<file path="src/rtl/vid_mem_arbiter_pkg.sv">
// Shared definitions for the PCW video/CPU memory arbiter: arbiter states,
// address width and default timing constants.
package pcw_mem_pkg;

  localparam int PCW_ADDR_W         = 17;
  localparam int PCW_RD_LAT         = 2;
  localparam int PCW_MAX_CPU_WAIT   = 12;

  typedef enum logic [2:0] {
    IDLE,
    VID_RD,
    CPU_RD,
    CPU_WR,
    DONE
  } arb_state_t;

endpackage

</file>
<file path="src/rtl/vid_mem_arbiter_if.sv">
// Bundle of the video, CPU and RAM-side signals around the memory arbiter.
// master is the arbiter's view; slave is the view of the requesters plus RAM.
interface vid_mem_arbiter_if import pcw_mem_pkg::*; #(
  parameter int ADDR_W = PCW_ADDR_W
);

  logic              vid_req;
  logic [ADDR_W-1:0] vid_addr;
  logic [7:0]        vid_data;
  logic              vid_valid;

  logic              cpu_rd;
  logic              cpu_wr;
  logic [ADDR_W-1:0] cpu_addr;
  logic [7:0]        cpu_wdata;
  logic [7:0]        cpu_rdata;
  logic              cpu_ack;
  logic              cpu_wait;

  logic [ADDR_W-1:0] mem_addr;
  logic [7:0]        mem_wdata;
  logic              mem_we;
  logic [7:0]        mem_rdata;

  modport master (
    input  vid_req, vid_addr, cpu_rd, cpu_wr, cpu_addr, cpu_wdata, mem_rdata,
    output vid_data, vid_valid, cpu_rdata, cpu_ack, cpu_wait,
           mem_addr, mem_wdata, mem_we
  );

  modport slave (
    output vid_req, vid_addr, cpu_rd, cpu_wr, cpu_addr, cpu_wdata, mem_rdata,
    input  vid_data, vid_valid, cpu_rdata, cpu_ack, cpu_wait,
           mem_addr, mem_wdata, mem_we
  );

endinterface

</file>
<file path="src/rtl/vid_mem_arbiter_starve_ctr.sv">
// Saturating count of cycles a pending CPU request has been held off;
// sat tells the arbiter the CPU must win the next grant.
module arb_starve_ctr import pcw_mem_pkg::*; #(
  parameter int MAX = PCW_MAX_CPU_WAIT
) (
  input  logic clk_sys,
  input  logic reset_n,
  input  logic clr,
  input  logic inc,
  output logic sat
);

  localparam int W = $clog2(MAX + 1);

  logic [W-1:0] count;

  always_ff @(posedge clk_sys or negedge reset_n) begin
    if (!reset_n) begin
      count <= '0;
    end else if (clr) begin
      count <= '0;
    end else if (inc && !sat) begin
      count <= count + 1'b1;
    end
  end

  assign sat = (count >= W'(MAX));

endmodule

</file>
<file path="src/rtl/vid_mem_arbiter.sv">
// Single-port RAM arbiter between the video fetch path and the Z80 bus.
// Video has priority; a starvation counter forces a CPU grant when it saturates.
module vid_mem_arbiter import pcw_mem_pkg::*; #(
  parameter int ADDR_W       = PCW_ADDR_W,
  parameter int RD_LAT       = PCW_RD_LAT,
  parameter int MAX_CPU_WAIT = PCW_MAX_CPU_WAIT
) (
  input  logic              clk_sys,
  input  logic              reset_n,
  vid_mem_arbiter_if.master bus
);

  arb_state_t state, state_next;

  logic [2:0]        lat_cnt;
  logic [ADDR_W-1:0] mem_addr_q;
  logic [7:0]        mem_wdata_q;
  logic              mem_we_q;
  logic [7:0]        vid_data_q;
  logic              vid_valid_q;
  logic [7:0]        cpu_rdata_q;
  logic              cpu_ack_q;

  logic cpu_pend;
  logic starve_sat;
  logic grant_vid;
  logic grant_cpu;
  logic rd_done;

  assign cpu_pend = bus.cpu_rd | bus.cpu_wr;

  arb_starve_ctr #(
    .MAX (MAX_CPU_WAIT)
  ) u_starve (
    .clk_sys (clk_sys),
    .reset_n (reset_n),
    .clr     (!cpu_pend || grant_cpu),
    .inc     (cpu_pend && (state != CPU_RD) && (state != CPU_WR)),
    .sat     (starve_sat)
  );

  always_ff @(posedge clk_sys or negedge reset_n) begin
    if (!reset_n) begin
      state <= IDLE;
    end else begin
      state <= state_next;
    end
  end

  // IDLE and DONE are both grant points, so a new access can start straight
  // out of DONE; a CPU request with rd and wr together is served as a write.
  always_comb begin
    state_next = state;
    grant_vid  = 1'b0;
    grant_cpu  = 1'b0;
    rd_done    = 1'b0;
    case (state)
      IDLE, DONE: begin
        if (cpu_pend && starve_sat) begin
          grant_cpu = 1'b1;
        end else if (bus.vid_req) begin
          grant_vid = 1'b1;
        end else if (cpu_pend) begin
          grant_cpu = 1'b1;
        end
        if (grant_vid) begin
          state_next = VID_RD;
        end else if (grant_cpu) begin
          state_next = bus.cpu_wr ? CPU_WR : CPU_RD;
        end else begin
          state_next = IDLE;
        end
      end
      VID_RD, CPU_RD: begin
        if (lat_cnt == 3'd0) begin
          rd_done    = 1'b1;
          state_next = DONE;
        end
      end
      CPU_WR:  state_next = DONE;
      default: state_next = IDLE;
    endcase
  end

  // Address and write data are captured only at grant; read data is taken
  // from the RAM on the last latency cycle and the pulse lands in DONE.
  always_ff @(posedge clk_sys or negedge reset_n) begin
    if (!reset_n) begin
      lat_cnt     <= 3'd0;
      mem_addr_q  <= '0;
      mem_wdata_q <= 8'd0;
      mem_we_q    <= 1'b0;
      vid_data_q  <= 8'd0;
      vid_valid_q <= 1'b0;
      cpu_rdata_q <= 8'd0;
      cpu_ack_q   <= 1'b0;
    end else begin
      mem_we_q    <= grant_cpu && bus.cpu_wr;
      vid_valid_q <= rd_done && (state == VID_RD);
      cpu_ack_q   <= (rd_done && (state == CPU_RD)) || (state == CPU_WR);
      if (grant_vid) begin
        mem_addr_q <= bus.vid_addr;
      end else if (grant_cpu) begin
        mem_addr_q <= bus.cpu_addr;
      end
      if (grant_cpu && bus.cpu_wr) begin
        mem_wdata_q <= bus.cpu_wdata;
      end
      if (grant_vid || grant_cpu) begin
        lat_cnt <= 3'(RD_LAT - 1);
      end else if ((state == VID_RD || state == CPU_RD) && lat_cnt != 3'd0) begin
        lat_cnt <= lat_cnt - 3'd1;
      end
      if (rd_done && (state == VID_RD)) begin
        vid_data_q <= bus.mem_rdata;
      end
      if (rd_done && (state == CPU_RD)) begin
        cpu_rdata_q <= bus.mem_rdata;
      end
    end
  end

  assign bus.mem_addr  = mem_addr_q;
  assign bus.mem_wdata = mem_wdata_q;
  assign bus.mem_we    = mem_we_q;
  assign bus.vid_data  = vid_data_q;
  assign bus.vid_valid = vid_valid_q;
  assign bus.cpu_rdata = cpu_rdata_q;
  assign bus.cpu_ack   = cpu_ack_q;
  assign bus.cpu_wait  = cpu_pend & ~cpu_ack_q;

endmodule

</file>
<file path="src/flat_wrapper.sv">
// flat-port wrapper written by rule: the top's interface ports become plain ports
module vid_mem_arbiter_flat import pcw_mem_pkg::*;
#(
  parameter int ADDR_W       = PCW_ADDR_W,
  parameter int RD_LAT       = PCW_RD_LAT,
  parameter int MAX_CPU_WAIT = PCW_MAX_CPU_WAIT
)
  (clk_sys, reset_n, bus_vid_req, bus_vid_addr, bus_cpu_rd, bus_cpu_wr, bus_cpu_addr, bus_cpu_wdata, bus_mem_rdata, bus_vid_data, bus_vid_valid, bus_cpu_rdata, bus_cpu_ack, bus_cpu_wait, bus_mem_addr, bus_mem_wdata, bus_mem_we);
  vid_mem_arbiter_if #(.ADDR_W(ADDR_W)) bus_i ();
  input  logic clk_sys;
  input  logic reset_n;
  input wire logic [$bits(bus_i.vid_req)-1:0] bus_vid_req;
  input wire logic [$bits(bus_i.vid_addr)-1:0] bus_vid_addr;
  input wire logic [$bits(bus_i.cpu_rd)-1:0] bus_cpu_rd;
  input wire logic [$bits(bus_i.cpu_wr)-1:0] bus_cpu_wr;
  input wire logic [$bits(bus_i.cpu_addr)-1:0] bus_cpu_addr;
  input wire logic [$bits(bus_i.cpu_wdata)-1:0] bus_cpu_wdata;
  input wire logic [$bits(bus_i.mem_rdata)-1:0] bus_mem_rdata;
  output wire logic [$bits(bus_i.vid_data)-1:0] bus_vid_data;
  output wire logic [$bits(bus_i.vid_valid)-1:0] bus_vid_valid;
  output wire logic [$bits(bus_i.cpu_rdata)-1:0] bus_cpu_rdata;
  output wire logic [$bits(bus_i.cpu_ack)-1:0] bus_cpu_ack;
  output wire logic [$bits(bus_i.cpu_wait)-1:0] bus_cpu_wait;
  output wire logic [$bits(bus_i.mem_addr)-1:0] bus_mem_addr;
  output wire logic [$bits(bus_i.mem_wdata)-1:0] bus_mem_wdata;
  output wire logic [$bits(bus_i.mem_we)-1:0] bus_mem_we;
  assign bus_i.vid_req = bus_vid_req;
  assign bus_i.vid_addr = bus_vid_addr;
  assign bus_i.cpu_rd = bus_cpu_rd;
  assign bus_i.cpu_wr = bus_cpu_wr;
  assign bus_i.cpu_addr = bus_cpu_addr;
  assign bus_i.cpu_wdata = bus_cpu_wdata;
  assign bus_i.mem_rdata = bus_mem_rdata;
  assign bus_vid_data = bus_i.vid_data;
  assign bus_vid_valid = bus_i.vid_valid;
  assign bus_cpu_rdata = bus_i.cpu_rdata;
  assign bus_cpu_ack = bus_i.cpu_ack;
  assign bus_cpu_wait = bus_i.cpu_wait;
  assign bus_mem_addr = bus_i.mem_addr;
  assign bus_mem_wdata = bus_i.mem_wdata;
  assign bus_mem_we = bus_i.mem_we;
  vid_mem_arbiter #(.ADDR_W(ADDR_W), .RD_LAT(RD_LAT), .MAX_CPU_WAIT(MAX_CPU_WAIT)) u_core (.clk_sys(clk_sys), .reset_n(reset_n), .bus(bus_i));
endmodule
</file>
<file path="config.mk">
export PLATFORM = sky130hd
export DESIGN_NAME = vid_mem_arbiter_flat
export DESIGN_NICKNAME = d
export VERILOG_FILES = /design/src/rtl/vid_mem_arbiter_pkg.sv /design/src/rtl/vid_mem_arbiter_if.sv /design/src/rtl/vid_mem_arbiter_starve_ctr.sv /design/src/rtl/vid_mem_arbiter.sv /design/src/flat_wrapper.sv
export SDC_FILE = /design/constraint.sdc
export NUM_CORES = 1
export LEC_CHECK = 0
export CAP_MARGIN = 25
export CORE_UTILIZATION = 46
export CTS_CLUSTER_SIZE = 12
export DETAILED_ROUTE_END_ITERATION = 16
export PLACE_DENSITY = 0.95
export SYNTH_ARGS = -nofsm -noshare
export SYNTH_HDL_FRONTEND = slang
export SYNTH_SLANG_ARGS = --single-unit
</file>
<file path="constraint.sdc">
create_clock -name clk_sys -period 2.6 [get_ports clk_sys]
set_input_delay 0.52 -clock clk_sys [delete_from_list [all_inputs] [get_ports clk_sys]]
set_output_delay 0.52 -clock clk_sys [all_outputs]
set_load 0.01 [all_outputs]
</file>
Yosys cells after proc, flatten, opt, wreduce, memory -nomap -nowiden
Cells that the tools add are included.
{ "totals": {"in_bits": 55, "ff_bits": 54, "elab_cells": 67, "out_inout_bits": 45} }
{ "op_classes": {"n_reduce_logical": 22, "n_lt_le_gt_ge": 1, "add_sub_neg": 2, "bitwise": 3, "n_mux": 22, "eq_ne": 7} }
{ "op_table": {"columns": ["operator", "count"], "rows": [
  ["17-bit two-way mux", 2],
  ["3-bit two-way mux", 5],
  ["1-bit two-way mux", 12],
  ["3-bit case mux with 3 select lines", 1],
  ["1-bit logical AND", 8],
  ["4-bit two-way mux", 2],
  ["3-bit by 2-bit equality test with 1-bit output (second input constant)", 2],
  ["3-bit logical NOT", 2],
  ["3-bit by 2-bit != test with 1-bit output (second input constant)", 2],
  ["2-bit nonzero test", 3],
  ["4-bit by 1-bit adder with 4-bit output (second input constant)", 1],
  ["4-bit greater-or-equal comparator (second input constant)", 1],
  ["1-bit logical OR", 4],
  ["2-bit OR reduction", 2],
  ["3-bit by 1-bit equality test with 1-bit output (second input constant)", 1],
  ["3-bit equality test (second input constant)", 1],
  ["3-bit nonzero test", 1],
  ["3-bit by 1-bit subtractor with 3-bit output (second input constant)", 1],
  ["1-bit logical NOT", 2],
  ["2-bit by 1-bit != test with 1-bit output (second input constant)", 1],
  ["1-bit AND", 1],
  ["1-bit NOT", 1],
  ["1-bit bitwise OR", 1]
]} }

Depth between registers and ports, before layout
Gate-level depths: netlist of run 1.
{ "logic_depth": {"depth_word": 8, "mapped_depth": 6, "depth_no_buf": 5} }

Hierarchy
A second synthesis of run 1 with hierarchy kept.
{ "hier_totals": {"hier_cells": 222, "area_unflattened_um2": 2512.4} }
{ "by_module_without_submodules": {"columns": ["mod", "seq_area_each_um2", "area_per_inst_um2", "cells_per_inst", "instances"], "rows": [
  ["vid_mem_arbiter", 1251.2, 2297.2, 204, 1],
  ["arb_starve_ctr", 100.1, 215.2, 18, 1]
]} }

Least setup slack after synthesis of run 1
No wires, ideal clock.
{ "synth_timing": {"kind": "register to register", "start": "register u_core.lat_cnt[0]", "end": "register u_core.vid_data_q[0], in the netlist u_core.bus.vid_data[0]", "t_arrival_ns": 1.664, "period_less_slack_ns": 1.788, "setup_slack_ns": 0.812, "n_path_buf": 1, "stages_incl_launch_ff": 7, "required_time_ns": 2.475, "setup_time_ns": 0.125, "path_cell_list": "dfrtp_1 > inv_1 > ha_1 > nand2b_1 > buf_2 > nor4b_4 > mux2_2"} }
{ "synth_between": {"elab_chain_cells": 4} }
{ "synth_rtl": {"columns": ["element", "line_no", "text"], "rows": [
  ["start: declaration", "vid_mem_arbiter.sv:15", "logic [2:0] lat_cnt;"],
  ["start signal: assignment", "vid_mem_arbiter.sv:110", "lat_cnt <= 3'(RD_LAT - 1);"],
  ["start signal: assignment", "vid_mem_arbiter.sv:112", "lat_cnt <= lat_cnt - 3'd1;"],
  ["3-bit logical NOT", "vid_mem_arbiter.sv:75", "if (lat_cnt == 3'd0) begin"],
  ["1-bit two-way mux", "vid_mem_arbiter.sv:75", null],
  ["1-bit two-way mux", "vid_mem_arbiter.sv:57", "case (state)"],
  ["1-bit logical AND", "vid_mem_arbiter.sv:114", "if (rd_done && (state == VID_RD)) begin"],
  ["end signal: assignment", "vid_mem_arbiter.sv:115", "vid_data_q <= bus.mem_rdata;"],
  ["end: declaration", "vid_mem_arbiter.sv:19", "logic [7:0] vid_data_q;"]
]} }
Every way passes these cells.
A chain may end at the register's enable or synchronous reset.

Final worst setup path of run 1
{ "layout_timing": {"start": "input bus_cpu_wr", "end": "output bus_cpu_wait"} }
{ "layout_between": {"elab_chain_cells": 2} }
{ "layout_rtl": {"columns": ["element", "line_no", "text"], "rows": [
  ["start: declaration", "flat_wrapper.sv:15", "input wire logic [$bits(bus_i.cpu_wr)-1:0] bus_cpu_wr;"],
  ["1-bit bitwise OR", "vid_mem_arbiter.sv:30", "assign cpu_pend = bus.cpu_rd | bus.cpu_wr;"],
  ["1-bit AND", "vid_mem_arbiter.sv:130", "assign bus.cpu_wait = cpu_pend & ~cpu_ack_q;"],
  ["end: declaration", "flat_wrapper.sv:23", "output wire logic [$bits(bus_i.cpu_wait)-1:0] bus_cpu_wait;"]
]} }
Every way passes these cells.

==> results.txt, run 1 <==
Placed Area: 3466 um^2
Slowest stage delay, CP: 0.53 ns
Register area share after synthesis: 0.5678
Initial antenna violation count: 0
Initial Util: 0.4908
Post-synth ARST share: 1.000
PD cells: 1153 nW/um^2
Area share of the largest cell type after synthesis: 0.5678
Area added between synthesis and finish: 50.21%
HPWL after detailed placement: 4147 um
Most frequent cells in the layout: 98 x clkdlybuf4s50_1, 54 x dfrtp_1, 24 x mux2_2, 17 x a21o_1, 16 x o221a_2
Status: completed
Pin slew with the least headroom to its limit: 0.5746 ns
Main synth FF type: dfrtp_1
ANT cells: 0
Post-Syn Area: 2380 um^2
Hold WC Path Type: in -> async
Peak supply drop: 0.7768 mV
Post-synth EDFFs: 0
Max Freq: 439.3 MHz
Largest cells by area after synthesis: dfrtp_1 57%, mux2_2 11%, o221a_2 7.6%, a21o_1 5.4%, ha_1 1.6%
Cell family with most CP delay: buffers and inverters
Synth Area in Adders: 0.01577
Unrepaired setup endpoints after global routing: no
Final setup fails: 0
Most common library cell in the layout ignoring fill and taps: clkdlybuf4s50_1
Synth Area in Simple Gates: 0.08833
Met1 Use GR: 0.2853
WP buf/inv: 2
GR peak layer: met2
Worst Setup Start Kind: primary input
Layout cells sized above 1: 0.2105
Max Buffers Root-to-Sink: 2
Die X: 73.93 um
Drt via density: 5.395
RePlAce Congestion: 0.8434
# Max-Cap Violations: 0
Ys Warns: 0
TritonCTS Buffers: 5
Overflow after GRT: 0
Final min period: 2.276 ns
Post-Synthesis Cells: 182
Vias: 1899
Slew headroom: 0.6166
Final hold violations: 0
Register clock-pin slew on the reported worst setup and hold paths: 0.09 ns
Clock latency on the worst-skew pair: 0.30 ns
Fin area: 3575 um^2
I/O pin count: 100
Final #Nets: 342
Post-CTS Setup Repair Bufs: 0
Net Count, Synth: 240
Largest net degree at the start of global routing: 55
Met2 Track Usage GR: 0.3414
Input/output buffers: 99
Number of global-route vias before repair: 1899
Crit path arrival time: 1.76 ns
Final setup skew: 0.005625 ns
Row count: 25
Synth Register Bits: 54
Post-Synth XOR/XNOR Area: 0.007361
Number of detailed-route iterations in the first pass: 5
Core Footprint: 4848 um^2
Filler cells: 342
Die Y: 73.93 um
Gr usage total: 0.2208
Fin. max-slew vios: 0
Root buf cell: clkbuf_8
Routed WL: 5696 um
CTS Hold Buffers Added: 0
Top cell type by total area after synthesis: dfrtp_1
Complex-gate fraction of the synthesized area: 0.1819
Worst Setup End Kind: output port
CTS tree: yes
LEAKAGE: 1.521 nW
Setup_tns: 0 ns
# clock sinks: 54
Cts repair resizes: 0
Worst EP required: 2.08 ns
Critical path type: in -> out
DRT iter0 DRCs: 112
Grt met3 use: 0.08779
Tcrit/Tclk final: 0.8754
Post-synthesis cell type count: 36
First-pass GRT wire length: 8949 um
Htree depth: 2
Max Fanout on Critical Path: 5
Multiplexer share of the synthesized area: 0.1136
Avg Inst Size Synth: 13.08 um^2
Wire per inst: 16.18 um
Critical-path cell list: clkdlybuf4s50_1 > nor2_1 > nor2_1 > clkdlybuf4s50_1
DRT antenna net count: 0
Crit path max-delay cell type: clkdlybuf4s50_1
Largest family of logic cells by synthesized area: compound AO/OA/AOI/OAI gates
DRC: 0
Die area: 5465 um^2
==> flip-flops by register name, indices dropped and copies added (netlist names) <==
name                   cells
u_core.bus.mem_addr       17
u_core.bus.cpu_rdata       8
u_core.bus.mem_wdata       8
u_core.bus.vid_data        8
u_core.u_starve.count      4
u_core.lat_cnt             3
u_core.state               3
u_core.bus.cpu_ack         1
u_core.bus.mem_we          1
u_core.bus.vid_valid       1
==> worst register-to-register path, cell delays in order, from the launching register on <==
cell and delay [ns]:
dfrtp_1 0.55, nor2_2 0.52, nand3_1 0.52, mux2_2 0.43
==> worst paths after layout <==
check / from / to / slack, ns / cells past startpoint
worst max-delay path: bus_cpu_wr / bus_cpu_wait / 0.32 / 4
worst min-delay path: reset_n / u_core.bus.cpu_ack / 0.19 / 2
worst max register to register: u_core.state[0] / u_core.bus.mem_wdata[4] / 0.47 / 3
worst min register to register: u_core.bus.vid_data[0] / u_core.bus.vid_data[0] / 0.51 / 1
max in group asynchronous: reset_n / u_core.bus.mem_addr[14] / 2.17 / 2
min in group clk_sys: u_core.bus.vid_data[0] / u_core.bus.vid_data[0] / 0.51 / 1
==> layer usage <==
metal  routed length (um)  vias to the layer above  part of all wire
met5                    0                        -                 0
li1                     -                      883                 -
met3                  484                        8             0.085
met1                 2392                      929              0.42
met2                 2737                       79              0.48
met4                   82                        0             0.014
==> Yosys cell counts, types with 3 or more instances <==
library cell	number
a21o_1	17
nor2_1	5
ha_1	3
a31oi_1	4
dfrtp_1	54
clkbuf_1	7
a21oi_1	5
mux2_2	24
o221a_2	16
nand2b_1	3
and2_1	3
o21ai_0	5
buf_2	3
or3_1	3
inv_1	5
==> power breakdown <==
| part | switching (mW) | total [mW] | internal [mW] |
|---|---|---|---|
| Clock | 0.264 | 0.547 | 0.284 |
| Combinational | 0.833 | 2.07 | 1.24 |
| Sequential | 0.272 | 1.51 | 1.24 |
| Total | 1.37 | 4.12 | 2.75 |
==> per-stage QoR <==
stage	hold slack [ns]	setup slack, ns	instances	power [mW]	utilization
finish	0.1929	0.3239	352	4.123	0.7373
global route	0.2105	0.2620	352	4.393	0.7373
CTS	0.2058	0.3141	352	4.153	0.7373
detailed placement	0.4952	0.3243	344	3.591	0.7148
global placement	0.4904	0.3443	344	3.517	0.7148
floorplan	0.2244	0.8116	182	2.579	-
==> layout make-up <==
| type | count | area, um^2 | area share |
|---|---|---|---|
| clock inverters | 3 | 40.04 | 0.01120 |
| inverters | 5 | 18.77 | 0.005250 |
| clock buffers | 5 | 68.82 | 0.01925 |
| repair buffers | 105 | 1044 | 0.2919 |
| well taps | 67 | 83.83 | 0.02345 |
| multi-input cells | 113 | 968.4 | 0.2709 |
| flip-flops and latches | 54 | 1351 | 0.3780 |
==> logic make-up (layout without fill, tap and decap cells) <==
kind of cell               after synthesis  count (layout)
muxes                                   24              24
xor gates and xnor gates                 2               2
DFF                                     54              54
AOI/OAI and AO/OA                       53              53
and+or+nand+nor                         31              31
buffers and inverters                   15             118
adders and majority gates                3               3
(Power assumes the default switching activity.)
==> inputs of run 2 (changes only) <==
--- a/config.mk
+++ b/config.mk
@@ -6,6 +6,8 @@
 export NUM_CORES = 1
 export LEC_CHECK = 0
 export CAP_MARGIN = 25
+export CORE_ASPECT_RATIO = 0.75
+export CORE_MARGIN = 3
 export CORE_UTILIZATION = 46
 export CTS_CLUSTER_SIZE = 12
 export DETAILED_ROUTE_END_ITERATION = 16
==> results.txt, run 2 (same netlist as run 1, synthesis figures left out) <==
Status: completed
Critical path type: in -> out
Final Worst Setup Slack: 0.3245 ns
Final Util: 0.7184
Fin. max-slew vios: 0
Die area: 6082 um^2
Input/output buffers: 99
Number of global-route vias before repair: 2010
Row count: 22
Most frequent cells in the layout: 98 x clkdlybuf4s50_1, 54 x dfrtp_1, 24 x mux2_2, 17 x a21o_1, 16 x o221a_2
Initial antenna violation count: 0
Register clock-pin slew on the reported worst setup and hold paths: 0.09 ns
Tcrit/Tclk final: 0.8752
Worst Setup End Kind: output port
DRC: 0
DRT antenna net count: 0
I/O pin count: 100
TritonCTS Buffers: 5
# Max-Cap Violations: 0
Met2 routed WL: 3155 um
Htree depth: 2
Final setup skew: 0.005661 ns
RePlAce Congestion: 0.7902
ANT cells: 0
Hold WC Path Type: in -> async
DRT iter0 DRCs: 138
Crit path arrival time: 1.76 ns
Gr usage total: 0.2177
Final hold violations: 0
Clock latency on the worst-skew pair: 0.31 ns
Number of detailed-route iterations in the first pass: 4
Max Buffers Root-to-Sink: 2
Root buf cell: clkbuf_8
Final min period: 2.276 ns
CTS Hold Buffers Added: 0
Most common library cell in the layout ignoring fill and taps: clkdlybuf4s50_1
Pin slew with the least headroom to its limit: 0.6377 ns
Max reg flops: 17
Die X: 89.06 um
WP buf/inv: 2
Post-CTS Setup Repair Bufs: 0
Max Freq: 439.5 MHz
Overflow after GRT: 0
DR top layer: met4
Worst Setup Start Kind: primary input
Cell family with most CP delay: buffers and inverters
Core Footprint: 4955 um^2
Unrepaired setup endpoints after global routing: no
Peak supply drop: 0.5808 mV
First-pass GRT wire length: 9846 um
LEAKAGE: 1.515 nW
Final #Nets: 341
Layout cells sized above 1: 0.2077
Metal3 WL: 442 um
Crit path max-delay cell type: clkdlybuf4s50_1
CTS tree: yes
Filler cells: 378
PD cells: 1157 nW/um^2
Area added between synthesis and finish: 49.58%
Wire per inst: 17.70 um
Vias: 1933
Slew headroom: 0.5731
Multi-input gate area: 968.4 um^2
Initial Util: 0.4803
Slowest stage delay, CP: 0.53 ns
Worst EP required: 2.08 ns
Cts repair resizes: 0
Final setup fails: 0
Sequential cell area: 1351 um^2
HPWL after detailed placement: 4545 um
Die Y: 68.29 um
Drt via density: 5.619
Setup_tns: 0 ns
Max Fanout on Critical Path: 5
Routed WL: 6088 um
# clock sinks: 54
Largest net degree at the start of global routing: 31
M1 wire length: 2321 um
Pre-CTS setup slack: 0.3245 ns
Critical-path cell list: clkdlybuf4s50_1 > nor2_1 > nor2_1 > clkdlybuf4s50_1
-- run 2: changes by cell type in the layout (fill, tap and decap cells not counted) --
cell,change
bufinv_16,-1
clkinv_2,-2
clkbuf_8,+3
buf_4,-1
-- run 2: final timing paths --
path	startpoint	endpoint	slack, ns	cells past startpoint
setup reg to reg	u_core.lat_cnt[0]	u_core.bus.vid_data[1]	0.48	5
min in group clk_sys	u_core.bus.vid_data[2]	u_core.bus.vid_data[2]	0.51	1
setup / recovery	bus_cpu_wr	bus_cpu_wait	0.32	4
max in group asynchronous	reset_n	u_core.bus.mem_wdata[5]	1.86	2
hold / removal	reset_n	u_core.bus.cpu_rdata[5]	0.19	1
hold reg to reg	u_core.bus.vid_data[2]	u_core.bus.vid_data[2]	0.51	1
-- run 2: area by class of cell --
cell class	instances	area share
timing repair buffer	104	0.2910
multi-input combinational	113	0.2721
tap	60	0.02109
sequential	54	0.3796
clock buffer	8	0.03093
inverter	5	0.005272
-- run 2: power breakdown --
part	switching, mW	total (mW)	internal, mW	leakage (nW)
Clock	0.263	0.532	0.269	0.0575
Combinational	0.844	2.07	1.23	0.810
Sequential	0.278	1.51	1.24	0.648
Total	1.39	4.12	2.73	1.52
-- run 2: metrics by stage --
stage	cell area, um^2	cells	power (mW)	hold slack [ns]
after floorplan	2380	182	2.579	0.2244
after global placement	3450	336	3.515	0.4881
after detailed placement	3450	336	3.613	0.4926
after CTS	3560	344	4.158	0.2017
after global routing	3560	344	4.399	0.2313
final	3560	344	4.120	0.1874
-- run 2: routing by layer --
metal	vias to the layer above	track usage
li1	884	-
met1	964	0.2462
met2	73	0.3824
met3	12	0.06137
met4	0	0.1041
met5	-	0
